<file path="src/rtl/mips_fetch_pkg.sv">
// Shared types and defaults for the MIPS instruction-fetch front end.
package mips_fetch_pkg;

  localparam int unsigned DEFAULT_ADDR_W   = 32;
  localparam int unsigned DEFAULT_DATA_W   = 32;
  localparam logic [31:0] DEFAULT_RESET_PC = 32'h0000_0000;

  typedef struct packed {
    logic [DEFAULT_DATA_W-1:0] instr;
    logic [DEFAULT_ADDR_W-1:0] pc;
  } fetch_entry_t;

  function automatic int unsigned pc_step(input int unsigned data_w);
    return data_w / 8;
  endfunction

endpackage

</file>
<file path="src/rtl/mips_fetch_fifo.sv">
// Synchronous FIFO with registered storage; flush outranks push and pop.
// The head word is read straight out of the storage registers.
module mips_fetch_fifo #(
  parameter int unsigned WIDTH = 8,
  parameter int unsigned DEPTH = 4
) (
  input  logic                         clock,
  input  logic                         reset,
  input  logic                         push,
  input  logic                         pop,
  input  logic                         flush,
  input  logic [WIDTH-1:0]             din,
  output logic                         full,
  output logic                         empty,
  output logic [$clog2(DEPTH+1)-1:0]   count,
  output logic [WIDTH-1:0]             head
);

  localparam int unsigned PW = (DEPTH > 1) ? $clog2(DEPTH) : 1;
  localparam int unsigned CW = $clog2(DEPTH+1);
  localparam logic [PW-1:0] LAST = PW'(DEPTH-1);

  logic [WIDTH-1:0] mem [DEPTH];
  logic [PW-1:0]    wr_ptr;
  logic [PW-1:0]    rd_ptr;
  logic             do_push;
  logic             do_pop;

  // Explicit wrap keeps non-power-of-two depths (e.g. MAX_OUTST=3) correct.
  function automatic logic [PW-1:0] next_ptr(input logic [PW-1:0] p);
    return (p == LAST) ? '0 : p + PW'(1);
  endfunction

  assign empty   = (count == '0);
  assign full    = (32'(count) == DEPTH);
  assign do_pop  = pop & ~empty;
  assign do_push = push & (~full | do_pop);
  assign head    = mem[rd_ptr];

  always_ff @(posedge clock) begin
    if (reset) begin
      wr_ptr <= '0;
      rd_ptr <= '0;
      count  <= '0;
      for (int unsigned i = 0; i < DEPTH; i++) mem[i] <= '0;
    end else if (flush) begin
      wr_ptr <= '0;
      rd_ptr <= '0;
      count  <= '0;
    end else begin
      if (do_push) begin
        mem[wr_ptr] <= din;
        wr_ptr      <= next_ptr(wr_ptr);
      end
      if (do_pop) rd_ptr <= next_ptr(rd_ptr);
      count <= count + CW'(do_push) - CW'(do_pop);
    end
  end

endmodule

</file>
<file path="src/rtl/mips_fetch_unit.sv">
// MIPS instruction-fetch front end: PC owner, credit-limited imem requester, prefetch FIFO.
// Optional FETCH_STATS_EN adds stat_fetched / stat_dropped counters.
module mips_fetch_unit
  import mips_fetch_pkg::*;
#(
  parameter int unsigned       ADDR_W    = DEFAULT_ADDR_W,
  parameter int unsigned       DATA_W    = DEFAULT_DATA_W,
  parameter int unsigned       DEPTH     = 4,
  parameter int unsigned       MAX_OUTST = 2,
  parameter logic [ADDR_W-1:0] RESET_PC  = ADDR_W'(DEFAULT_RESET_PC)
) (
  input  logic              clock,
  input  logic              reset,
  input  logic              redirect_valid,
  input  logic [ADDR_W-1:0] redirect_pc,
  output logic              imem_req_valid,
  input  logic              imem_req_ready,
  output logic [ADDR_W-1:0] imem_req_addr,
  input  logic              imem_rsp_valid,
  input  logic [DATA_W-1:0] imem_rsp_data,
  output logic              dec_valid,
  input  logic              dec_ready,
  output logic [DATA_W-1:0] dec_instr,
  output logic [ADDR_W-1:0] dec_pc,
  output logic [ADDR_W-1:0] dec_pc_next
`ifdef FETCH_STATS_EN
  ,
  output logic [31:0]       stat_fetched,
  output logic [31:0]       stat_dropped
`endif
);

  localparam int unsigned       STEP       = pc_step(DATA_W);
  localparam logic [ADDR_W-1:0] STEP_A     = ADDR_W'(STEP);
  localparam logic [ADDR_W-1:0] ALIGN_MASK = ~ADDR_W'(STEP - 1);
  localparam int unsigned       OW         = $clog2(MAX_OUTST + 1);
  localparam int unsigned       CW         = $clog2(DEPTH + 1);
  localparam int unsigned       QW         = $clog2(MAX_OUTST + 1);
  localparam int unsigned       EW         = DATA_W + 2 * ADDR_W;

  logic [ADDR_W-1:0] fetch_pc;
  logic [OW-1:0]     outst;
  logic [OW-1:0]     drop;

  logic              req_fire;
  logic              rsp_ok;
  logic              rsp_keep;
  logic              dec_pop;

  logic [CW-1:0]     pf_count;
  logic              pf_full;
  logic              pf_empty;
  logic [EW-1:0]     pf_din;
  logic [EW-1:0]     pf_head;

  logic [ADDR_W-1:0] pcq_head;
  logic [QW-1:0]     pcq_count;
  logic              pcq_full;
  logic              pcq_empty;
  logic              unused_status;

  always_comb begin
    imem_req_valid = 1'b0;
    if (!reset && !redirect_valid && (32'(outst) < MAX_OUTST) &&
        (32'(pf_count) + 32'(outst) < DEPTH))
      imem_req_valid = 1'b1;
  end

  assign imem_req_addr = fetch_pc;
  assign req_fire      = imem_req_valid & imem_req_ready;
  // Responses with nothing outstanding are stray and ignored outright.
  assign rsp_ok        = imem_rsp_valid & (outst != '0);
  assign rsp_keep      = rsp_ok & (drop == '0) & ~redirect_valid;
  assign dec_valid     = ~pf_empty;
  assign dec_pop       = dec_valid & dec_ready;

  always_ff @(posedge clock) begin
    if (reset) begin
      fetch_pc <= RESET_PC;
      outst    <= '0;
      drop     <= '0;
    end else begin
      if (redirect_valid)
        fetch_pc <= redirect_pc & ALIGN_MASK;
      else if (req_fire)
        fetch_pc <= fetch_pc + STEP_A;
      outst <= outst + OW'(req_fire) - OW'(rsp_ok);
      // Every response still in flight after this cycle belongs to the old stream.
      if (redirect_valid)
        drop <= outst - OW'(rsp_ok);
      else if (rsp_ok && (drop != '0))
        drop <= drop - OW'(1);
    end
  end

  mips_fetch_fifo #(
    .WIDTH (ADDR_W),
    .DEPTH (MAX_OUTST)
  ) u_pc_q (
    .clock (clock),
    .reset (reset),
    .push  (req_fire),
    .pop   (rsp_ok & (drop == '0)),
    .flush (redirect_valid),
    .din   (fetch_pc),
    .full  (pcq_full),
    .empty (pcq_empty),
    .count (pcq_count),
    .head  (pcq_head)
  );

  // pc_next is stored rather than derived so every dec_* output reads 0 out of reset.
  assign pf_din = {imem_rsp_data, pcq_head, pcq_head + STEP_A};

  mips_fetch_fifo #(
    .WIDTH (EW),
    .DEPTH (DEPTH)
  ) u_prefetch (
    .clock (clock),
    .reset (reset),
    .push  (rsp_keep),
    .pop   (dec_pop),
    .flush (redirect_valid),
    .din   (pf_din),
    .full  (pf_full),
    .empty (pf_empty),
    .count (pf_count),
    .head  (pf_head)
  );

  assign dec_instr   = pf_head[EW-1 -: DATA_W];
  assign dec_pc      = pf_head[2*ADDR_W-1 -: ADDR_W];
  assign dec_pc_next = pf_head[ADDR_W-1:0];

  assign unused_status = ^{pcq_full, pcq_empty, pcq_count, pf_full};

`ifdef FETCH_STATS_EN
  logic rsp_drop;
  assign rsp_drop = rsp_ok & ~rsp_keep;

  always_ff @(posedge clock) begin
    if (reset) begin
      stat_fetched <= '0;
      stat_dropped <= '0;
    end else begin
      stat_fetched <= stat_fetched + 32'(rsp_keep);
      stat_dropped <= stat_dropped + 32'(rsp_drop) +
                      (redirect_valid ? 32'(pf_count) : 32'd0);
    end
  end
`endif

  stray_rsp: assert property (@(posedge clock) disable iff (reset)
    !(imem_rsp_valid && (outst == '0)));

endmodule

</file>
<file path="config.mk">
export PLATFORM = sky130hd
export DESIGN_NAME = mips_fetch_unit
export DESIGN_NICKNAME = d
export VERILOG_FILES = /design/src/rtl/mips_fetch_pkg.sv /design/src/rtl/mips_fetch_fifo.sv /design/src/rtl/mips_fetch_unit.sv
export SDC_FILE = /design/constraint.sdc
export NUM_CORES = 1
export LEC_CHECK = 0
export ABC_AREA = 1
export CELL_PAD_IN_SITES_DETAIL_PLACEMENT = 1
export CELL_PAD_IN_SITES_GLOBAL_PLACEMENT = 1
export CORE_MARGIN = 2
export CORE_UTILIZATION = 41
export DETAILED_ROUTE_END_ITERATION = 16
export PLACE_DENSITY = 0.74
export SETUP_SLACK_MARGIN = 0.3
export SKIP_CTS_REPAIR_TIMING = 1
export SYNTH_ARGS = -nofsm -noshare
export SYNTH_HDL_FRONTEND = slang
export SYNTH_SLANG_ARGS = --single-unit
export TNS_END_PERCENT = 30
</file>
<file path="constraint.sdc">
create_clock -name clock -period 3.87 [get_ports clock]
set_input_delay 0.774 -clock clock [delete_from_list [all_inputs] [get_ports clock]]
set_output_delay 0.774 -clock clock [all_outputs]
set_load 0.01 [all_outputs]
</file>
# Word level (Yosys, flattened, before mapping)
# Memories as Yosys holds them, arrays and structs flattened. A register that Yosys moved wholly into a read port is not among the register bits.
# Cells that the tools add are included.
dict set report classes {
  add_sub_neg 15
  n_lt_le_gt_ge 2
  eq_ne 4
  n_mux 29
  n_bitwise 16
  n_reduce_logical 16
}
# operator n
set ops {}
lappend ops {{32-bit 2-to-1 mux} 3}
lappend ops {{96-bit 2-to-1 mux} 1}
lappend ops {{96-bit OR reduction} 1}
lappend ops {{32-bit by 3-bit adder with 32-bit output (second input constant)} 2}
lappend ops {{32-bit OR reduction} 1}
lappend ops {{1-bit 2-to-1 mux} 18}
lappend ops {{2-bit 2-to-1 mux} 7}
lappend ops {{1-bit bitwise AND} 9}
lappend ops {{2-bit nonzero test} 4}
lappend ops {{2-bit equality test (second input constant)} 3}
lappend ops {{2-bit by 1-bit subtractor with 2-bit output} 3}
lappend ops {{1-bit NOT} 5}
lappend ops {{2-bit by 1-bit adder with 2-bit output} 2}
lappend ops {{2-bit by 1-bit adder with 2-bit output (second input constant)} 2}
lappend ops {{3-bit by 2-bit adder with 4-bit output} 1}
lappend ops {{1-bit logical AND} 4}
lappend ops {{2-bit zero test} 2}
lappend ops {{4-bit by 3-bit < comparator with 1-bit output (second input constant)} 1}
lappend ops {{3-bit by 1-bit adder with 3-bit output} 1}
lappend ops {{3-bit equality test (second input constant)} 1}
lappend ops {{3-bit zero test} 1}
lappend ops {{3-bit by 1-bit subtractor with 3-bit output} 1}
lappend ops {{1-bit adder (second input constant)} 2}
lappend ops {{1-bit zero test} 2}
lappend ops {{other kinds (4)} 5}
dict set report totals {
  reg_bits 47
  ramBits 448
  in_bits 70
  output_inout_bits 130
  word_cells 94
  n_memories 2
}
# name depth width rd rd_clocked_by_memory_dff wr line_no
set mem_list {}
lappend mem_list {u_prefetch.mem 4 96 1 1 4 mips_fetch_fifo.sv:23} ;# logic [WIDTH-1:0] mem [DEPTH];
lappend mem_list {u_pc_q.mem 2 32 1 1 2 mips_fetch_fifo.sv:23}

# Logic depth before layout (Yosys ltp)
# Gate-level depths: netlist (run 1).
dict set report depth {
  depth_word 13
  ltp_mapped 13
  mapped_depth_nobuf 13
}

# Cells and area by module
# From an unflattened synthesis (run 1), not the netlist that was laid out.
dict set report unflattened {
  cells_unflattened 2348
  hier_area_um2 23171.0
}
# module instances cells_each area_each_um2 seq_area_each_um2
set modules_own_cells {}
lappend modules_own_cells {{mips_fetch_fifo at u_prefetch} 1 1527 16804.9 11711.2}
lappend modules_own_cells {mips_fetch_unit 1 577 3244.4 680.7}
lappend modules_own_cells {{mips_fetch_fifo at u_pc_q} 1 244 3121.7 2021.9}

# Worst setup path before layout (run 1)
# No wires, ideal clock.
dict set report synth_timing {
  kind {input to register}
  startpoint {input port redirect_valid}
  endpoint {memory u_prefetch.mem[0][10] (netlist bit) (enable)}
  setup_time_ps 454
  arrival_ps 3730
  required_ps 3416
  slack_ps -313
  stages 10
  n_path_buf 3
  cell_sequence {buf_4 > a21oi_4 > nand2_2 > inv_2 > nand2_2 > nor2_2 > nand2_1 > buf_4 > buf_6 > nand2_1}
}
# element line_no
set synth_lines {}
lappend synth_lines {{from (decl)} mips_fetch_unit.sv:14} ;# input logic redirect_valid,
lappend synth_lines {{to (decl)} mips_fetch_fifo.sv:23}

==> results of run 1 <==
[path summary, 6_finish.rpt]
kind / startpoint / to
worst max register to register: flop / u_prefetch.mem[0][22]
worst max-delay path: flop / dec_pc[13]
worst min-delay path: u_pc_q.rd_ptr / u_pc_q.rd_ptr
worst min register to register: u_pc_q.rd_ptr / u_pc_q.rd_ptr
[critical path: cells and delay by family, from the launching register on]
family / cells / cell delay, ps
buffers and inverters: 2 / 920
DFF: 1 / 600
AOI/OAI and AO/OA: 2 / 540
[kinds of logic (layout without fill, tap and decap cells)]
group | count (synthesis) | count (layout) | synth area share, %
xor+xnor | 12 | 12 | 0.469
compound gates | 372 | 372 | 9.08
fa+ha+maj | 14 | 14 | 0.815
flops | 476 | 476 | 61.6
buf+inv | 339 | 528 | 6.97
other cells | 1 | 6 | 0.0167
simple gates | 1116 | 1116 | 21.0
[final cells by class]
| type | instances | area [sq um] |
|---|---|---|
| clock buffers | 64 | 1300 |
| clock inverters | 28 | 270 |
| fillers | 6061 | 27200 |
| inverters | 204 | 779 |
| multi-input cells | 1520 | 7110 |
| flip-flops and latches | 476 | 13800 |
| well taps | 696 | 871 |
| repair buffers | 232 | 2530 |
[registers in the layout, summed over array words and instances (netlist names), named ones only]
signal	count
u_pc_q.mem	60
u_pc_q.wr_ptr	1
u_pc_q.rd_ptr	1
u_prefetch.count	3
u_prefetch.wr_ptr	2
u_prefetch.rd_ptr	2
imem_req_addr	30
drop	2
u_prefetch.mem	368
outst	2
u_pc_q.count	2
[Yosys cell counts, drive strengths merged (4+ instances only)]
master	n
or2	4
nand4	13
nor3	47
clkbuf	79
a21oi	34
o211ai	5
edfxtp	428
xor2	10
o22ai	92
o21ai	235
nand2	338
ha	13
nor2	655
buf	56
dfxtp	48
nand3	55
inv	201
[per-stage QoR]
| stage | TNS, ps | power (uW) | util (%) |
|---|---|---|---|
| CTS | 0 | 12300 | 49.4 |
| floorplan | -37480 | 6900 | - |
| global placement | 0 | 7560 | 46.5 |
| finish | 0 | 12200 | 49.5 |
| global route | 0 | 12600 | 49.5 |
| detailed placement | 0 | 7630 | 46.5 |
[metal layers]
layer	up-vias	part of all wire (%)	global-route usage [%]
li1	8084	-	-
met1	8703	42	29.5
met2	418	51	42.8
met3	109	4.2	2.82
met4	0	2.8	7.32
met5	-	0	0
[where the power goes]
part | internal [uW] | switching (uW)
logic | 556 | 961
registers | 5880 | 122
clock network | 2600 | 2050
total | 9040 | 3130
==> metrics.md, run 1 <==
| Metric | Value |
|---|---|
| Run status | completed |
| Post-synth cell types | 46 |
| # placed instances | 3127 |
| Placed cell area | 0.0251 sq mm |
| Max Clock Skew | 36.1 ps |
| RSZ-0062 raised after global routing | yes |
| Die H | 238 microns |
| WL/cell | 20.8 microns |
| Fmax | 281 MHz |
| Remaining Overflow, GRT | 0 |
| Cell area after layout | 0.0267 sq mm |
| Synth async-reset ratio | 0% |
| Layout cells sized above 1 | 7.61% |
| R2R setup slack | 970 ps |
| Drt drc | 0 |
| Synth area leader | edfxtp_1 |
| Count of final max-slew check failures | 0 |
| Commonest non-fill, non-tap cells in the layout | nor2_1 (615), edfxtp_1 (428), nand2_1 (316), o21ai_0 (224), inv_1 (196) |
| Post-synth top area share | 57.3% |
| Synth Flop Type | edfxtp_1 |
| Post-route minimum period | 3550 ps |
| Setup slack after layout | 315 ps |
| Synth Instances | 2330 |
| H-tree depth | 2 |
| CTS clk-pin slew, worst paths | 60 ps |
| Num CTS Buffers | 50 |
| Vias in the first global route | 18800 |
| Fin. Hold Viols | 0 |
| I/O pin total | 200 |
| Vias post-DR | 17300 |
| CP Class | flop to output pin |
| 1st-pass router iterations | 5 |
| CP max-delay cell | clkdlybuf4s50_1 |
| Via/cell ratio | 5.38 |
| Leakage power | 0.0103 uW |
| Drt total wl | 67000 microns |
| MaxCap Viol Count | 0 |
| Crit end category | output pin |
| Largest net degree at the start of global routing | 132 |
| Placer Congestion | 0.866 |
| Setup violators final | 0 |
| Crit path max fanout | 66 |
| Critical path cell sequence | buf_16 > o21ai_0 > o22ai_1 > clkdlybuf4s50_1 |
| Clock Root Buffer | clkbuf_16 |
| Synthesized cell area | 0.0224 sq mm |
| Hold Path Cell Cnt | 1 |
| CP peak stage delay | 610 ps |
| Most common cell after layout, fill and taps aside | nor2_1 |
| Synth warn | 0 |
| Pre-CTS WS | 469 ps |
| Number of port buffers | 191 |
| CTS max path bufs | 3 |
| First-pass GRT wire length | 104000 microns |
| Drt initial violations | 1050 |
| Number of enable flip-flop cells after synthesis | 428 |
| PD cells | 456 mW/mm^2 |
| Final HPWL DP | 41300 microns |
| Relative slew slack | 55.5% |
| Initial Util | 41.6% |
| Clock Sinks | 476 |
| Clock latency on the worst-skew pair | 620 ps |
| Main area contributors after synthesis | edfxtp_1 (57%), nor2_1 (10%), nand2_1 (5.4%) |
| Arr. time, crit path | 2780 ps |
| Die Width | 238 microns |
| Final Cycle Share | 91.9% |
| Core area | 0.0539 sq mm |
| Hold crit path type | flop to flop |
| Overall Global Routing Usage | 23.6% |
| Antenna Nets Post-Route | 0 |
| Reg2reg path depth | 12 |
| Critical path required time | 3100 ps |
| Layout net count | 2568 |
| Register area share after synthesis | 61.6% |
| Rows | 85 |
| Seq cells post-synth | 476 |
| Max VDD drop | 0.316 mV |
| Die area | 0.0566 sq mm |
| Syn Area/Cell | 9.62 sq um |
| Non-Filler Instances | 3220 |
| Worst-Margin Slew | 663 ps |
| Antenna violations before repair | 0 |
| CTS tree | yes |
| Layout area overhead | 19.0% |
| Antenna cells | 0 |
| CP startpoint kind | flop |
| Worst Hold Slack | 474 ps |
No activity file was read; power rests on OpenSTA's default activity.
==> inputs of run 2 (changes only) <==
Settings changed: CORE_UTILIZATION 41 to 49, PLACE_DENSITY 0.74 to 0.83.
Clock period 3.87 ns to 4.2 ns, I/O delays scaled along.
==> run 2 against run 1 <==
Net effect: clock skew fell by 20 ps; core utilization rose by 8.9 points; sequential cell count unchanged; critical path type unchanged; highest routed layer unchanged.
==> metrics.md, run 2 (synthesis results as in run 1) <==
| Metric | Value |
|---|---|
| Max VDD drop | 0.363 mV |
| 1st-pass router iterations | 5 |
| Area of the multi-input gates | 0.00711 sq mm |
| Antenna cells | 0 |
| PD cells | 432 mW/mm^2 |
| Drt drc | 0 |
| MaxCap Viol Count | 0 |
| Max Clock Skew | 15.7 ps |
| CP startpoint kind | flop |
| Critical path required time | 3360 ps |
| Max FFs per register | 368 |
| CP Class | flop to output pin |
| Die area | 0.0475 sq mm |
| Hold crit path type | flop to flop |
| Layout cells sized above 1 | 7.98% |
| Final core utilization | 58.4% |
| Vias post-DR | 17800 |
| Arr. time, crit path | 2730 ps |
| Core area | 0.0453 sq mm |
| Sequential cell area | 0.0138 sq mm |
| Clock latency on the worst-skew pair | 600 ps |
| Post-route minimum period | 3570 ps |
| I/O pin total | 200 |
| Count of final max-slew check failures | 0 |
| Largest net degree at the start of global routing | 101 |
| Clock Root Buffer | clkbuf_16 |
| Overall Global Routing Usage | 28.1% |
| Layout area overhead | 17.9% |
| Remaining Overflow, GRT | 0 |
| Power consumption | 11400 uW |
| Final HPWL DP | 41400 microns |
| H-tree depth | 2 |
| Antenna Nets Post-Route | 0 |
| Crit path max fanout | 84 |
| Worst-Margin Slew | 1060 ps |
| Hold Path Cell Cnt | 2 |
| Run status | completed |
| Drt total wl | 66800 microns |
| Die H | 218 microns |
| Leakage power | 0.0103 uW |
| Layout net count | 2564 |
| Drt initial violations | 1478 |
| Commonest non-fill, non-tap cells in the layout | nor2_1 (615), edfxtp_1 (428), nand2_1 (316), o21ai_0 (224), inv_1 (196) |
| Most common cell after layout, fill and taps aside | nor2_1 |
| Antenna violations before repair | 0 |
| Setup violators final | 0 |
| Fmax | 280 MHz |
| Num CTS Buffers | 50 |
| Final Cycle Share | 85.1% |
| Placer Congestion | 0.841 |
| Clock Sinks | 476 |
| RSZ-0062 raised after global routing | no |
| Vias in the first global route | 18900 |
| Fin. Hold Viols | 0 |
| CTS max path bufs | 3 |
| Number of port buffers | 191 |
| CTS clk-pin slew, worst paths | 60 ps |
| CTS tree | yes |
| Via/cell ratio | 5.69 |
| Relative slew slack | 29.1% |
| Crit end category | output pin |
| Fill cell count | 4984 |
| Biggest register | u_prefetch.mem |
| Reg2reg path depth | 11 |
| First-pass GRT wire length | 103000 microns |
| Initial Util | 49.5% |
| R2R setup slack | 1150 ps |
| Die Width | 218 microns |
| Rows | 78 |
| WL/cell | 21.4 microns |
-- run 2: changes by cell type in the layout (fill, tap and decap cells not counted), sizes merged --
cell    change
clkinv      +3
inv         +1
buf         -3
bufinv      +3
clkbuf      -8
-- run 2: layout make-up --
cell class,count,share of cell area (%)
flip-flops and latches,476,52.3
multi-input cells,1520,26.9
repair buffers,228,8.85
clock buffers,57,4.99
inverters,204,2.93
well taps,600,2.84
clock inverters,35,1.22
-- run 2: per-stage QoR --
step	worst slack, ps	instances	hold WS, ps	area [sq um]	setup TNS [ps]
floorplan	-7.34	2335	425	22400	-675
global placement	733	3028	436	24800	0
detailed placement	643	3028	470	24800	0
CTS	618	3120	481	26400	0
global route	522	3120	505	26400	0
finish	625	3120	481	26400	0
-- run 2: report_power, final --
| group | switching (uW) | internal (uW) |
|---|---|---|
| Combinational | 886 | 497 |
| Sequential | 114 | 5420 |
| Clock | 1890 | 2620 |
| Total | 2890 | 8530 |
-- run 2: path summary, 6_finish.rpt --
check,start,to
max reg2reg,flop,u_prefetch.mem[2][22]
max,flop,dec_pc_next[2]
min reg2reg,u_pc_q.wr_ptr,u_pc_q.wr_ptr
min,u_pc_q.wr_ptr,u_pc_q.wr_ptr
-- run 2: critical path: stages, from the launching register on --
cell,delay [ps]
dfxtp_4,380
inv_4,260
buf_12,340
o21ai_0,190
o22ai_1,280
clkdlybuf4s50_1,600
-- run 2: metal layers --
layer	vias to the layer above	track usage, %	routed length (microns)
met4	0	10.3	2240
li1	8080	-	-
met2	578	49.9	34200
met3	135	3.86	3440
met5	-	0	0
met1	8966	34.7	26800
